`config.mk`:
```
export PLATFORM = sky130hd
export DESIGN_NAME = reg_file_16x16
export DESIGN_NICKNAME = d
export VERILOG_FILES = /design/src/rtl/reg_file_16x16_pkg.sv /design/src/rtl/reg_file_16x16_decoder.sv /design/src/rtl/reg_file_16x16.sv
export SDC_FILE = /design/constraint.sdc
export NUM_CORES = 1
export LEC_CHECK = 0
export ABC_AREA = 1
export CORE_UTILIZATION = 50
export CTS_BUF_LIST = sky130_fd_sc_hd__clkbuf_8
export DETAILED_ROUTE_END_ITERATION = 12
export GPL_TIMING_DRIVEN = 1
export PLACE_DENSITY = 0.8
export REMOVE_ABC_BUFFERS = 1
export SLEW_MARGIN = 25
export SYNTH_ARGS = -nofsm -noshare
export SYNTH_HDL_FRONTEND = slang
export SYNTH_SLANG_ARGS = --single-unit
export TNS_END_PERCENT = 30
```
`constraint.sdc`:
```
create_clock -name clk -period 1.85 [get_ports clk]
set_input_delay 0.555 -clock clk [delete_from_list [all_inputs] [get_ports clk]]
set_output_delay 0.555 -clock clk [all_outputs]
set_load 0.02 [all_outputs]
```
`src/rtl/reg_file_16x16_pkg.sv`:
```
// Shared constants and types for the 16x16 register bank.
//   DATA_W      : register width (fixed at 16 to match the downstream mux)
//   ADDR_W      : write-address width
//   NUM_REGS    : number of registers (2**ADDR_W)
//   REG_RST_VAL : value loaded by reset and by the clear walk
//   state_t     : clear-engine FSM state
package reg_file_16x16_pkg;
    localparam int DATA_W   = 16;
    localparam int ADDR_W   = 4;
    localparam int NUM_REGS = 2 ** ADDR_W;

    localparam logic [DATA_W-1:0] REG_RST_VAL = 16'h0000;

    typedef enum logic {IDLE, CLEAR} state_t;
endpackage

```
`src/rtl/reg_file_16x16_decoder.sv`:
```
// decoder_4to16: one-hot address decode with enable.
//   en   : when low, sel is all zeros
//   addr : register index
//   sel  : one-hot select, bit addr set when en is high
module decoder_4to16
    import reg_file_16x16_pkg::*;
(
    input  logic                en,
    input  logic [ADDR_W-1:0]   addr,
    output logic [NUM_REGS-1:0] sel
);
    always_comb begin
        sel = '0;
        if (en) sel[addr] = 1'b1;
    end
endmodule

```
`src/rtl/reg_file_16x16.sv`:
```
// reg_file_16x16: sixteen 16-bit registers with one write port and a
// sequential clear engine that zeroes one register per cycle.
//   clk, rst_n : clock, asynchronous active-low reset
//   we/waddr/wdata : write port, honoured only while idle
//   clr        : start a clear walk (ignored while one is running)
//   busy       : high for the 16 cycles of a clear walk
//   wr_drop    : one-cycle pulse after a write refused during a walk
//   R0..R15    : registered contents, R<n> feeds downstream mux input I<n>
// Build option: define REGFILE_R0_ZERO_EN to hard-wire R0 to zero and
// silently discard writes to address 0 (no wr_drop for them).
module reg_file_16x16
    import reg_file_16x16_pkg::*;
(
    input  logic              clk,
    input  logic              rst_n,
    input  logic              we,
    input  logic [ADDR_W-1:0] waddr,
    input  logic [DATA_W-1:0] wdata,
    input  logic              clr,
    output logic              busy,
    output logic              wr_drop,
    output logic [DATA_W-1:0] R0,  R1,  R2,  R3,
    output logic [DATA_W-1:0] R4,  R5,  R6,  R7,
    output logic [DATA_W-1:0] R8,  R9,  R10, R11,
    output logic [DATA_W-1:0] R12, R13, R14, R15
);
`ifdef REGFILE_R0_ZERO_EN
    localparam bit R0_ZERO = 1'b1;
`else
    localparam bit R0_ZERO = 1'b0;
`endif

    state_t                         state;
    logic [ADDR_W-1:0]              ptr;
    logic [NUM_REGS-1:0]            wr_sel;
    logic [NUM_REGS-1:0]            clr_sel;
    logic [NUM_REGS-1:0][DATA_W-1:0] q;
    logic                           wr_refused;

    // Writes only land while idle; the walk pointer gets its own decoder so
    // the two selects never compete for the address path.
    decoder_4to16 u_wr_dec (.en(we & ~busy), .addr(waddr), .sel(wr_sel));
    decoder_4to16 u_clr_dec (.en(busy),      .addr(ptr),   .sel(clr_sel));

    // With a hard-wired R0, address-0 writes are discarded without a pulse.
    assign wr_refused = we && !(R0_ZERO && (waddr == '0));

    always_ff @(posedge clk or negedge rst_n) begin
        if (!rst_n) begin
            state   <= IDLE;
            ptr     <= '0;
            busy    <= 1'b0;
            wr_drop <= 1'b0;
        end else begin
            case (state)
                IDLE: begin
                    wr_drop <= 1'b0;
                    if (clr) begin
                        state <= CLEAR;
                        ptr   <= '0;
                        busy  <= 1'b1;
                    end
                end
                CLEAR: begin
                    wr_drop <= wr_refused;
                    // ptr wraps 15->0 on the exit edge, leaving it at 0 for IDLE
                    ptr     <= ptr + 1'b1;
                    if (ptr == ADDR_W'(NUM_REGS - 1)) begin
                        state <= IDLE;
                        busy  <= 1'b0;
                    end
                end
                default: begin
                    state   <= IDLE;
                    busy    <= 1'b0;
                    wr_drop <= 1'b0;
                end
            endcase
        end
    end

    genvar g;
    for (g = 0; g < NUM_REGS; g++) begin : g_reg
        if (R0_ZERO && g == 0) begin : g_zero
            logic sel0_unused;
            assign sel0_unused = wr_sel[g] | clr_sel[g];
            assign q[g] = REG_RST_VAL;
        end else begin : g_ff
            logic [DATA_W-1:0] r;
            // Clear wins, but the two selects are never both set: writes are
            // gated off whenever the walk is active.
            always_ff @(posedge clk or negedge rst_n) begin
                if (!rst_n)          r <= REG_RST_VAL;
                else if (clr_sel[g]) r <= REG_RST_VAL;
                else if (wr_sel[g])  r <= wdata;
            end
            assign q[g] = r;
        end
    end

    assign R0  = q[0];  assign R1  = q[1];  assign R2  = q[2];  assign R3  = q[3];
    assign R4  = q[4];  assign R5  = q[5];  assign R6  = q[6];  assign R7  = q[7];
    assign R8  = q[8];  assign R9  = q[9];  assign R10 = q[10]; assign R11 = q[11];
    assign R12 = q[12]; assign R13 = q[13]; assign R14 = q[14]; assign R15 = q[15];
endmodule
```
# After elaboration in Yosys (flattened, before gate mapping)
# Cells that the tools add are included.
[classes]
n_bitwise = 3
order_cmp = 4
muxes = 47
mul = 0
n_reduce_logical = 19
n_addsub = 1
shifts = 0
div_mod_pow = 0
eq_ne = 3
[op_table]
columns = ["op", "count"]
rows = [
  ["16-bit two-way mux", 34],
  ["2-bit nonzero test", 16],
  ["4-bit by 5-bit < comparator with 1-bit output, second input constant", 2],
  ["1-bit demux with 4-bit select", 2],
  ["4-bit by 1-bit >= comparator with 1-bit output, second input constant", 2],
  ["4-bit case mux with 2 select lines", 1],
  ["1-bit two-way mux", 6],
  ["1-bit case mux with 2 select lines", 3],
  ["4-bit by 1-bit adder with 4-bit output, second input constant", 1],
  ["4-bit == test, second input constant", 1],
  ["4-bit two-way mux", 1],
  ["1-bit logical AND", 2],
  ["2-bit by 1-bit != test with 1-bit output, second input constant", 1],
  ["2-bit != test, second input constant", 1],
  ["1-bit inverter", 2],
  ["2-bit AND reduction", 1],
  ["1-bit AND", 1],
]
[totals]
romBits = 0
latchBits = 0
ramBits = 0
ff_bits = 263
out_inout_bits = 258
mem_count = 0

# Logic depth before layout (Yosys ltp)
[logic_depth]
depth_word = 7
depth_mapped = 8

# Cells and area by module
# From an unflattened synthesis, not the netlist that was laid out.
[hier_totals]
cells_unflattened = 982
hier_area_um2 = 10777.8
[modules_own_cells]
columns = ["mod", "cells_each", "area_per_inst_um2", "instances", "seq_area_each_um2"]
rows = [
  ["reg_file_16x16", 921, 10527.6, 1, 6581.3],
  ["decoder_4to16 (u_wr_dec)", 33, 140.1, 1, 0.0],
  ["decoder_4to16 (u_clr_dec)", 28, 110.1, 1, 0.0],
]

# Worst setup path before layout
# OpenSTA, ideal clock, no wires.
[synth_timing]
path_type = "input port to flip-flop"
startpoint = "input waddr[1]"
endpoint = "register g_reg[10].g_ff.r[10] (netlist: R10[10])"
stages = 6
slack_ns = 0.314
arrival_ns = 1.418
setup_ns = 0.118
path_cell_list = "inv_1 nor2_1 nand3_1 buf_2 nand3_1 nand2_1"
[synth_between]
elab_chain_cells = 6
word_cells_on_any_way = 7
cone_classes = "order compare: 2; mux: 3; reduce/logical: 2"
[synth_rtl]
columns = ["item", "line_no", "rtl"]
rows = [
  ["from (decl)", "reg_file_16x16.sv:17", "input logic [ADDR_W-1:0] waddr,"],
  ["4-bit by 5-bit < comparator with 1-bit output (implied by the code) / 4-bit by 1-bit >= comparator with 1-bit output (equally long branches)", "reg_file_16x16_decoder.sv:14", "if (en) sel[addr] = 1'b1;"],
  ["1-bit logical AND (implied by the code)", "reg_file_16x16_decoder.sv:14", ""],
  ["1-bit two-way mux (implied by the code)", "reg_file_16x16_decoder.sv:14", ""],
  ["1-bit demux with 4-bit select *", "n/a", ""],
  ["16-bit two-way mux *", "reg_file_16x16_decoder.sv:14", ""],
  ["2-bit nonzero test (no source line) *", "n/a", ""],
  ["to (signal assigned)", "reg_file_16x16.sv:95", "else if (wr_sel[g]) r <= wdata;"],
  ["to (decl)", "reg_file_16x16.sv:89", "logic [DATA_W-1:0] r;"],
]
# Every way passes the cells marked *; elsewhere a longest branch is shown, timed or not.
# A chain may end at the register's enable or synchronous reset.

# Final worst setup path
[layout_timing]
startpoint = "register g_reg[11].g_ff.r[5] (netlist: R11[5])"
endpoint = "output R11[5]"
[layout_rtl]
columns = ["item", "line_no", "rtl"]
rows = [
  ["from (decl)", "reg_file_16x16.sv:89", ""],
  ["from (signal assigned)", "reg_file_16x16.sv:95", ""],
  ["to (decl)", "reg_file_16x16.sv:24", "output logic [DATA_W-1:0] R8, R9, R10, R11,"],
]
# No word-level cell between the ends.

==> impl_metrics.csv <==
group,metric,value,unit
logic_synthesis,synth_area,10800,sq um
detailed_routing,num_vias,9894,
logic_synthesis,ys_ff_latch,263,
sta,setup-violations-final,0,
setup_path,critPathSlowestCell,"dfrtp_1",
min_path,hold_path_end,"R14[5]",
setup_path,cp_top_family,"flip-flops",
die,num_rows,53,
die,start_util,51.1,%
logic_synthesis,synth_area_leader_cell,"dfrtp_1",
run,cap_violations,0,
power,netSwitchingFraction,41.9,%
sta,fin_crit_sh,98.6,%
setup_path,rr_endpoint,"R12[0]",
cts,clockRootBuffer,"clkbuf_8",
setup_path,worstPathMaxFanout,2,
sta,slew_headroom,59.5,%
global_route,antenna_found_initial,1,
power,p_clk_share,18.0,%
setup_path,crit_buf_inv,1,
place,io_buffers,281,
setup_path,cp.required,1.29,ns
cts,cts_buffer_depth,3,
cts,cts_tree,"built",
logic_synthesis,synth_warnings,0,
power,power_density,1690,nW/um^2
detailed_routing,detail-route-antenna-nets,0,
layout,finish.utilization,71.3,%
logic_synthesis,synth_cells,1223,
sta,skew,0.00815,ns
logic_synthesis,synth-seq-area-share,61.0,%
layout,fin_cells,1844,
power,seqPwrFrac,40.1,%
place,gp_congestion,0.840,
layout,layout-drive-gt1-share,10.1,%
cts,cts_sinks,263,
logic_synthesis,yosys-top-cells-area,"dfrtp_1 (61%), nand2_1 (19%), nand3_1 (13%), clkbuf_1 (1.8%), nor2_4 (1.3%)",
sta,period_needed,1.82,ns
global_route,grt_overflow_total,0,
setup_path,startpoint_type,"register",
detailed_routing,drt_pass1_iterations,5,
sta,worstMarginPinSlew,0.606,ns
sta,max_freq,548,MHz
cts,cts_buffers,40,
detailed_routing,wl_per_cell,18.6,um
sta,finalWorstSetupSlack,0.0263,ns
min_path,hold_class,"register to register",
logic_synthesis,syn_avg_cell_area,8.82,sq um
setup_path,critPathKind,"register to primary output",
logic_synthesis,synth_cell_types,18,
global_route,grt_pass1_vias,9471,
setup_path,r2r-start,"ptr[0]",
detailed_routing,drc,0,
place,dp.cells,1769,
detailed_routing,drt_iter0_drc,774,
die,die_y,149,um
detailed_routing,finalWirelength,34.4,mm
layout,multiInputGateArea,3720,sq um
cts,clkLatencyLatePin,0.53,ns
setup_path,critical_path.cell_chain,"dlygate4sd2_1",
global_route,grtUsageTotal,31.4,%
power,p_sw,10.7,mW
layout,area_delta_synth_final,39.4,%
layout,fill_cells,1659,
power,power_frac_comb,41.9,%
die,die_x,149,um
setup_path,end_kind,"primary output",
cts,htreeDepth,2,
layout,seq_area,6580,sq um
setup_path,reg2reg_depth,7,
setup_path,reg2reg_slack,0.15,ns
min_path,min_from,"R14[5]",
cts,clk_pin_slew,0.06,ns
logic_synthesis,synth_top_area_share,61.0,%
run_status,outcome,"finished clean",
die,die_area,22200,sq um
sta,hold_viol,0,
power,ir_worst_vdd,0.950,mV
detailed_routing,viasPerCell,5.37,
setup_path,critPathLaunch,"R11[5]",
power,intPower,14.8,mW
setup_path,cp_data_arrival_time,1.27,ns
sta,report.final.slew_viol_count,0,
global_route,grt_pass1_wl,53.0,mm
global_route,grt_max_degree,46,
min_path,hold_depth,2,
die,num_io_pins,282,
layout,finalNetCount,1565,
place,hpwl,22.5,mm
die,coreArea,21100,sq um
place,pre_cts_slack,-0.256,ns
setup_path,crit_path_max_incr_delay,0.41,ns
power,p_leak,8.73,nW
## layout make-up
| class | count | area share [%] |
|---|---|---|
| Sequential cell | 263 | 43.8 |
| Antenna cell | 1 | 0.0166 |
| Timing Repair Buffer | 354 | 23.4 |
| Clock inverter | 25 | 0.699 |
| Multi-Input combinational cell | 853 | 24.8 |
| Clock buffer | 48 | 4.39 |
| Tap cell | 275 | 2.29 |
| Inverter | 25 | 0.624 |
## placed cells by master (no fill, tap or decap)
cell type,count
clkbuf_2,5
clkinvlp_4,2
o21ai_0,3
buf_12,36
nor2_1,13
inv_2,7
dlygate4sd2_1,216
a22o_1,1
buf_8,1
a21oi_1,1
nand2_4,2
clkinv_2,3
clkdlybuf4s50_1,22
nand2_1,540
nand3_1,270
inv_1,38
nor2_4,12
buf_4,36
ha_1,4
dfrtp_1,263
clkdlybuf4s15_1,37
nand3_2,4
diode_2,1
nand2_2,1
nor2_2,1
clkbuf_8,48
dlygate4sd3_1,1
nand4_1,1
## power by group through the flow
| stage | clock network [mW] | registers, mW | logic, mW |
|---|---|---|---|
| finish | 4.57 | 10.2 | 10.7 |
| detailed placement | 0 | 10.3 | 12.5 |
| global route | 4.87 | 10.4 | 11.5 |
| global placement | 0 | 10.2 | 12.2 |
| floorplan | 0 | 13.1 | 2.57 |
| CTS | 4.61 | 10.2 | 10.7 |
## per-stage QoR
step | power (mW) | hold slack (ns) | instance area [sq um] | TNS (ns)
2_1_floorplan | 15.7 | 0.259 | 10400 | -143.98
3_3_place_gp | 22.4 | 0.470 | 14500 | -27.16
3_5_place_dp | 22.8 | 0.471 | 14500 | -39.13
4_1_cts | 25.4 | 0.495 | 15000 | 0
5_1_grt | 26.8 | 0.520 | 15000 | -0.0528
6_report | 25.4 | 0.493 | 15000 | 0
## sequential cells by signal (all words and copies together) (netlist names), 16 cells and up
name,cells
R2,16
R3,16
R1,16
R15,16
R4,16
R0,16
R12,16
R6,16
R5,16
R7,16
R11,16
R9,16
R13,16
R10,16
R8,16
R14,16
## worst max path at each step
stage,to,slack (ns),depth (start not counted)
after detailed placement,R12[0],-0.26,8
after global placement,R3[11],-0.16,7
after global routing,R10[0],-0.01,7
after CTS,busy,0.001,1
final,R11[5],0.03,1
after floorplan,R10[0],-0.56,5
## per-layer routing
metal | wire length [um] | global-route usage (%) | vias to the layer above
li1 | - | - | 4539
met1 | 13900 | 43.7 | 4745
met2 | 16100 | 49.4 | 531
met3 | 3280 | 6.30 | 79
met4 | 1130 | 10.9 | 0
met5 | 0 | 0 | -
## logic make-up after synthesis
| group | after synthesis | share of synthesized area [%] |
|---|---|---|
| buffers and inverters | 107 | 4.51 |
| flip-flops | 263 | 61.0 |
| AO/OA/AOI/OAI | 5 | 0.267 |
| adder cells (fa/ha/maj) | 4 | 0.464 |
| AND/OR/NAND/NOR | 844 | 33.7 |
## what timing repair did
item,in CTS,in global routing
hold buffers,1,0
endpoints found under the hold margin,29,0
setup buffers,0,0
resized for setup,260,46
setup endpoints to repair,258,41
## Yosys cell counts (all sizes together)
cell type  instances
dfrtp            263
a21oi              1
nor2              26
o21ai              3
ha                 4
nand4              1
nand3            274
clkbuf            52
buf               30
nand2            543
inv               25
a22o               1
## worst min-delay path: cells and delay by family, from the launching register on
kind | cells | cell delay (ns)
AND/OR/NAND/NOR | 2 | 0.13
flip-flops | 1 | 0.34
Note: power is estimated with default switching activity, not from simulation.
